$ cat config.mk
export PLATFORM = sky130hd
export DESIGN_NAME = board_ram_arbiter
export DESIGN_NICKNAME = d
export VERILOG_FILES = /design/src/rtl/board_ram_arbiter_pkg.sv /design/src/rtl/board_ram_arbiter_clear_seq.sv /design/src/rtl/board_ram_arbiter.sv
export SDC_FILE = /design/constraint.sdc
export NUM_CORES = 1
export LEC_CHECK = 0
export ABC_AREA = 1
export BUFFER_PORTS_ARGS = -buffer_cell sky130_fd_sc_hd__buf_2
export CORE_MARGIN = 2
export CORE_UTILIZATION = 41
export CTS_CLUSTER_DIAMETER = 150
export DETAILED_ROUTE_END_ITERATION = 12
export PLACE_DENSITY_LB_ADDON = 0.2
export SLEW_MARGIN = 30
export SYNTH_ARGS = -nofsm -noshare
export SYNTH_HDL_FRONTEND = slang
export SYNTH_SLANG_ARGS = --single-unit
$ cat constraint.sdc
create_clock -name clk -period 1.23 [get_ports clk]
set_input_delay 0 -clock clk [delete_from_list [all_inputs] [get_ports clk]]
set_output_delay 0 -clock clk [all_outputs]
set_load 0.03 [all_outputs]
$ cat src/rtl/board_ram_arbiter_pkg.sv
// Shared board definitions: default RAM geometry, arbiter FSM states and
// the port identifiers used by the round-robin pointer.
package board_ram_arbiter_pkg;

  // 8x8 board, 2-bit cell state.
  localparam int BOARD_ADDR_W = 6;
  localparam int BOARD_DATA_W = 2;

  // Arbiter FSM: normal two-port service, or the full-board clear sweep.
  typedef enum logic {
    S_SERVE = 1'b0,
    S_CLEAR = 1'b1
  } state_e;

  // Identity of the most recently granted port.
  localparam logic PORT_A = 1'b0;
  localparam logic PORT_B = 1'b1;

endpackage

$ cat src/rtl/board_ram_arbiter_clear_seq.sv
// Clear sweep address counter. Loaded to 0 when a sweep starts, advances one
// cell per cycle while the arbiter is clearing, and flags the last cell so the
// arbiter can leave the clear state. The counter wraps to 0 by itself.
module board_clear_seq #(
  parameter int ADDR_W = 6
) (
  input  logic              clk,
  input  logic              rst,
  input  logic              start,
  input  logic              busy,
  output logic [ADDR_W-1:0] addr,
  output logic              done
);

  logic [ADDR_W-1:0] cnt_q;
  logic [ADDR_W-1:0] cnt_d;

  // Next counter value: restart on a new sweep, step while sweeping.
  always_comb begin
    cnt_d = cnt_q;
    if (start) begin
      cnt_d = '0;
    end else if (busy) begin
      cnt_d = cnt_q + ADDR_W'(1);
    end
  end

  // Counter register with synchronous reset.
  always_ff @(posedge clk) begin
    if (rst) begin
      cnt_q <= '0;
    end else begin
      cnt_q <= cnt_d;
    end
  end

  assign addr = cnt_q;
  assign done = busy && (cnt_q == {ADDR_W{1'b1}});

endmodule

$ cat src/rtl/board_ram_arbiter.sv
// Board RAM arbiter: shares one synchronous-read RAM between the game logic
// (port A, read/write) and the display scan (port B, read-only) with
// round-robin arbitration, and can sweep the whole board to zero on request.
module board_ram_arbiter
  import board_ram_arbiter_pkg::*;
#(
  parameter int ADDR_W = BOARD_ADDR_W,
  parameter int DATA_W = BOARD_DATA_W
) (
  input  logic              clk,
  input  logic              rst,
  input  logic              clr_start,
  output logic              clr_busy,
  output logic              clr_done,
  input  logic              a_req,
  input  logic              a_we,
  input  logic [ADDR_W-1:0] a_addr,
  input  logic [DATA_W-1:0] a_wdata,
  output logic              a_gnt,
  output logic              a_rvalid,
  output logic [DATA_W-1:0] a_rdata,
  input  logic              b_req,
  input  logic [ADDR_W-1:0] b_addr,
  output logic              b_gnt,
  output logic              b_rvalid,
  output logic [DATA_W-1:0] b_rdata,
  output logic              ram_we,
  output logic [ADDR_W-1:0] ram_addr,
  output logic [DATA_W-1:0] ram_wdata,
  input  logic [DATA_W-1:0] ram_rdata
);

  state_e state_q, state_d;
  logic   last_q, last_d;
  logic   a_rvalid_q, b_rvalid_q;
  logic   clr_done_q;

  logic              seq_start;
  logic              seq_done;
  logic [ADDR_W-1:0] seq_addr;

  // A sweep only starts from normal service; a request mid-sweep is dropped.
  assign seq_start = (state_q == S_SERVE) && clr_start;
  assign clr_busy  = (state_q == S_CLEAR);

  board_clear_seq #(
    .ADDR_W (ADDR_W)
  ) u_clear_seq (
    .clk   (clk),
    .rst   (rst),
    .start (seq_start),
    .busy  (clr_busy),
    .addr  (seq_addr),
    .done  (seq_done)
  );

  // Arbitration, RAM port steering and next-state selection.
  always_comb begin
    state_d   = state_q;
    last_d    = last_q;
    a_gnt     = 1'b0;
    b_gnt     = 1'b0;
    ram_we    = 1'b0;
    ram_addr  = '0;
    ram_wdata = '0;
    unique case (state_q)
      S_SERVE: begin
        // A wins when alone, or on contention if B was granted last.
        if (a_req && (!b_req || last_q == PORT_B)) begin
          a_gnt     = 1'b1;
          ram_we    = a_we;
          ram_addr  = a_addr;
          ram_wdata = a_wdata;
          last_d    = PORT_A;
        end else if (b_req) begin
          b_gnt    = 1'b1;
          ram_addr = b_addr;
          last_d   = PORT_B;
        end
        if (clr_start) begin
          state_d = S_CLEAR;
        end
      end
      S_CLEAR: begin
        ram_we   = 1'b1;
        ram_addr = seq_addr;
        if (seq_done) begin
          state_d = S_SERVE;
        end
      end
      default: state_d = S_SERVE;
    endcase
  end

  // State, arbitration pointer, read-valid and clear-done registers.
  always_ff @(posedge clk) begin
    if (rst) begin
      state_q    <= S_SERVE;
      last_q     <= PORT_B;
      a_rvalid_q <= 1'b0;
      b_rvalid_q <= 1'b0;
      clr_done_q <= 1'b0;
    end else begin
      state_q    <= state_d;
      last_q     <= last_d;
      a_rvalid_q <= a_gnt && !a_we;
      b_rvalid_q <= b_gnt;
      clr_done_q <= seq_done;
    end
  end

  // Read data comes straight from the RAM; rvalid qualifies it per port.
  assign a_rvalid = a_rvalid_q;
  assign b_rvalid = b_rvalid_q;
  assign a_rdata  = ram_rdata;
  assign b_rdata  = ram_rdata;
  assign clr_done = clr_done_q;

endmodule

Word-level counts from Yosys, hierarchy flattened
Index checks and enable logic that the tools add are counted.
- memories kept: 0
- bits in read-only memories: 0
- logic and storage cells: 36
- register bits after elaboration: 11
- latch bits: 0
- RAM bits: 0
- magnitude comparators: 0
- add/sub/neg operators: 1
- equal/unequal tests: 1
- divide/modulo/power cells: 0
- multipliers: 0
- shift operators: 0
- mux-type cells: 17
- reductions and logical operators: 10
- bitwise gates (word level): 1
- operators with widths (cell ; number):
    two-way mux 6 bit ; 2
    case mux 6 bit (2 select lines) ; 1
    two-way mux 1 bit ; 10
    adder 6 x 1 -> 6 bit (second input constant) ; 1
    equality test 6 bit (second input constant) ; 1
    logical AND 1 bit ; 4
    two-way mux 2 bit ; 2
    case mux 1 bit (2 select lines) ; 2
    zero test 1 bit ; 2
    AND reduction 2 bit ; 1
    nonzero test 2 bit ; 1
    OR reduction 2 bit ; 1
    logical OR 1 bit ; 1
    NOT 1 bit ; 1

Longest topological paths before layout
- depth after elaboration: 6
- mapped depth: 6

Hierarchy
A second synthesis with hierarchy kept.
- cell total of the unflattened synthesis: 99
- area total of the unflattened synthesis: 709.4 sq um
- by module, submodules not included (module ; seq. area each (sq um) ; times used ; cells an instance ; area an instance (sq um)):
    board_ram_arbiter ; 100.1 ; 1 ; 62 ; 434.2
    board_clear_seq ; 120.1 ; 1 ; 37 ; 275.3

Worst setup path after synthesis
No wires, ideal clock.
- path kind: reg-to-reg
- from: reg state_q (netlist: clr_busy)
- to: reg u_clear_seq.cnt_q[5] (netlist: u_clear_seq.addr[5])
- period minus slack after synthesis: 1182 ps
- setup slack: 48 ps
- cell stages (with the launch flop): 7
- buffers on the path: 1
- arrival time: 1065 ps
- cell sequence: dfxtp_1 > buf_6 > nand2_4 > nor2_4 > nand3_1 > nand2_1 > a21oi_1
- word-level cells in the longest chain between the ends: 3
- RTL lines (element ; RTL line ; source):
    start: declaration ; board_ram_arbiter.sv:33 ; state_e state_q, state_d;
    start signal: assignment ; board_ram_arbiter.sv:104 ; state_q <= state_d;
    NOT 1 bit ; - ;
    logical AND 1 bit ; board_ram_arbiter.sv:43 ; assign seq_start = (state_q == S_SERVE) && clr_start;
    OR reduction 2 bit (no line) ; - ;
    end signal: assignment ; board_ram_arbiter_clear_seq.sv:33 ; cnt_q <= cnt_d;
    end: declaration ; board_ram_arbiter_clear_seq.sv:15 ; logic [ADDR_W-1:0] cnt_q;
Several ways; a longest one is shown, not always the timed one.
A chain may end at the register's enable or synchronous reset.

Worst setup path in the final report
- from: reg last_q
- to: out ram_addr[2]
- word-level cells in the longest chain between the ends: 4
- RTL lines (element ; RTL line ; source):
    start: declaration ; board_ram_arbiter.sv:34 ; logic last_q, last_d;
    start signal: assignment ; board_ram_arbiter.sv:105 ; last_q <= last_d;
    logical OR 1 bit ; board_ram_arbiter.sv:69 ; if (a_req && (!b_req || last_q == PORT_B)) begin
    logical AND 1 bit ; board_ram_arbiter.sv:69 ;
    two-way mux 6 bit ; board_ram_arbiter.sv:69 ;
    case mux 6 bit (2 select lines) ; board_ram_arbiter.sv:66 ; unique case (state_q)
    end: declaration ; board_ram_arbiter.sv:28 ; output logic [ADDR_W-1:0] ram_addr,
No other way between the ends.

==> results_dict.tcl <==
set metrics [dict create \
    outcome "finished with violations" \
    violations "setup timing" \
    avgRoutedWirePerCell_um 11.55 \
    maxCapViolations 0 \
    rows 14 \
    clkSlewWorstSetupHoldPaths_ns 0.08 \
    fillerInstances 133 \
    wl_um 1710 \
    path_cells "inv_2, a21boi_4, buf_6, nor2_4, nand3_1, nand3_1, buf_6" \
    yosys.area.top_type "dfxtp_1" \
    hold_violations 0 \
    cts_tree "done" \
    worstPathRequired_ns 1.23 \
    syn2layout_area_growth_pct 54.06 \
    fin_crit_sh 1.105 \
    antenna_found_initial 0 \
    place_ws_ns 0.08079 \
    grt_pass1_vias 644 \
    port-buffer-count 34 \
    nets 156 \
    die_area_um2 1952 \
    clk_latency_ns 0.27 \
    p_sw_uw 321.1 \
    total_power_uw 947.8 \
    yosys_register_bits 11 \
    rsz0062_at_grt "true" \
    grt_pass1_wl_um 2642 \
    initial_core_util 0.4394 \
    arrival_ns 1.36 \
    cts_num_sinks 11 \
    clockBufferDepth 2 \
    hold_ws_ns 0.00002268 \
    cts_root_buf "clkbuf_4" \
    crit_path_max_fanout 6 \
    layout_common_cells "nand2_1, buf_2, buf_6" \
    grt-ovfl-total 0 \
    numCtsBuffers 3 \
    combPwrFrac 0.339 \
    fin_ws_ns -0.1297 \
    final_antenna_net_count 0 \
    worstMarginPinSlew_ns 0.2320 \
    drive_gt1_frac 0.4773 \
    hp-class "input pin to output pin" \
    p_clk_frac 0.266 \
    critical-path-top-delay-family "simple AND/OR/NAND/NOR gates" \
    worst_setup_path_start_kind "register" \
    peakVddDrop_mv 0.6922 \
    groute.usage.overall 0.1868 \
    vias 710 \
    path_buf_inv 3 \
    crit_path_top_delay_cell "dfxtp_2" \
    place_congestion 0.8066 \
    slew_violations 0 \
    drt_iter0_drc 7 \
    drc 0 \
    ys_warn_count 0 \
    powerDensity_nw_per_um2 929.5 \
    ys_seq_area_frac 0.3327 \
    setup_viol 9 \
    die_h_um 44.18 \
    relSlewSlack 0.8451 \
    p_leak_uw 0.0005188 \
    fin_setup_tns_ns -0.9337 \
    coreArea_um2 1506 \
    syn_inst 92 \
    routed_via_density 4.797 \
    fmax_mhz 735.5 \
    io_pins 41 \
    cts-htree-levels 1 \
    switching_share 0.3388 \
    p_int_uw 626.7 \
    synth_area_um2 661.9 \
    dpl.hpwl_um 1147 \
    synth_nets 115 \
    power_frac_seq 0.395 \
    grt_start_max_net_pins 12 \
    netlist.area_leader.share 0.3327 \
    ys_top_cells_by_area "dfxtp_1, nand2_1, nand3_1" \
    insertedDiodeCount 0 \
    slowest_delay_ns 0.33 \
    die-width_um 44.18 \
    drt-pass1-iter-count 2 \
    final_util 0.6769 \
    crit_path_end_kind "output pin" \
    skew_ns 0.005937 \
    min_period_ns 1.360 \
    layout_commonest_cell "nand2_1" \
    crit_type "register to output pin" \
    avgSynthCellArea_um2 7.194 \
    synth_cell_types 22 \
]
[state kept, by name, summed over array words and instances (netlist names)]
name	flops
clr_busy	1
clr_done	1
last_q	1
u_clear_seq.addr	6
b_rvalid	1
a_rvalid	1
[final timing paths]
path                startpoint           to  slack [ns]  cells after the start
setup / recovery        last_q  ram_addr[2]       -0.13                      7
hold / removal    ram_rdata[0]   b_rdata[0]     0.00002                      0
setup reg to reg        last_q       last_q        0.10                      7
hold reg to reg         last_q       last_q        0.48                      2
[repair_timing]
item | 4_1_cts | 5_1_grt
pin swaps | 2 | 3
setup buffers | 3 | 1
endpoints found under the setup margin | 10 | 13
hold buffers | 2 | 0
gates resized for setup | 28 | 13
hold endpoints to repair | 3 | 0
[synthesized netlist by cell type]
cell / n
nand2_1: 25
nand3_1: 13
dfxtp_1: 11
nor2_1: 8
inv_1: 7
buf_4: 4
a21oi_1: 2
buf_6: 2
inv_2: 2
nand2_2: 2
nand2_4: 2
nor2_4: 2
o21ai_0: 2
xnor2_1: 2
a21boi_4: 1
a31oi_1: 1
ha_1: 1
nand4_1: 1
nor2_2: 1
nor3_1: 1
nor3b_1: 1
xor2_1: 1
[power groups by stage]
stage               clock [µW]  sequential [µW]  combinational, µW
global placement             0              381                239
finish                     252              374                322
floorplan                    0              392                173
global route               281              375                346
detailed placement           0              381                240
CTS                        261              374                301
[layout make-up]
| class | count | area (µm²) | area share |
|---|---|---|---|
| multi-input combinational | 66 | 400.4 | 0.3926 |
| timing repair buffer | 42 | 311.5 | 0.3055 |
| sequential | 11 | 221.5 | 0.2172 |
| inverter | 9 | 38.79 | 0.03804 |
| clock buffer | 3 | 22.52 | 0.02209 |
| tap | 16 | 20.02 | 0.01963 |
| clock inverter | 1 | 5.005 | 0.004908 |
[per-stage QoR]
step / instance area [µm²] / std cells
detailed placement: 822.0 / 139
global route: 1020 / 148
finish: 1020 / 148
CTS: 973.4 / 148
floorplan: 661.9 / 92
global placement: 822.0 / 139
[logic make-up (layout without fill, tap and decap cells)]
group | after synthesis | after routing | share of synthesized area
simple gates | 56 | 56 | 0.4102
buf+inv | 15 | 55 | 0.1304
flops | 11 | 11 | 0.3327
compound gates | 6 | 6 | 0.06806
xor+xnor | 3 | 3 | 0.03970
fa+ha+maj | 1 | 1 | 0.01890
[routing by layer]
layer,wire [µm],vias up,track usage
met5,0,-,0
met4,27,0,0.09697
met3,137,4,0.03265
met2,869,27,0.3059
met1,674,312,0.2337
li1,-,367,-
Note: power is estimated with default switching activity, not from simulation.
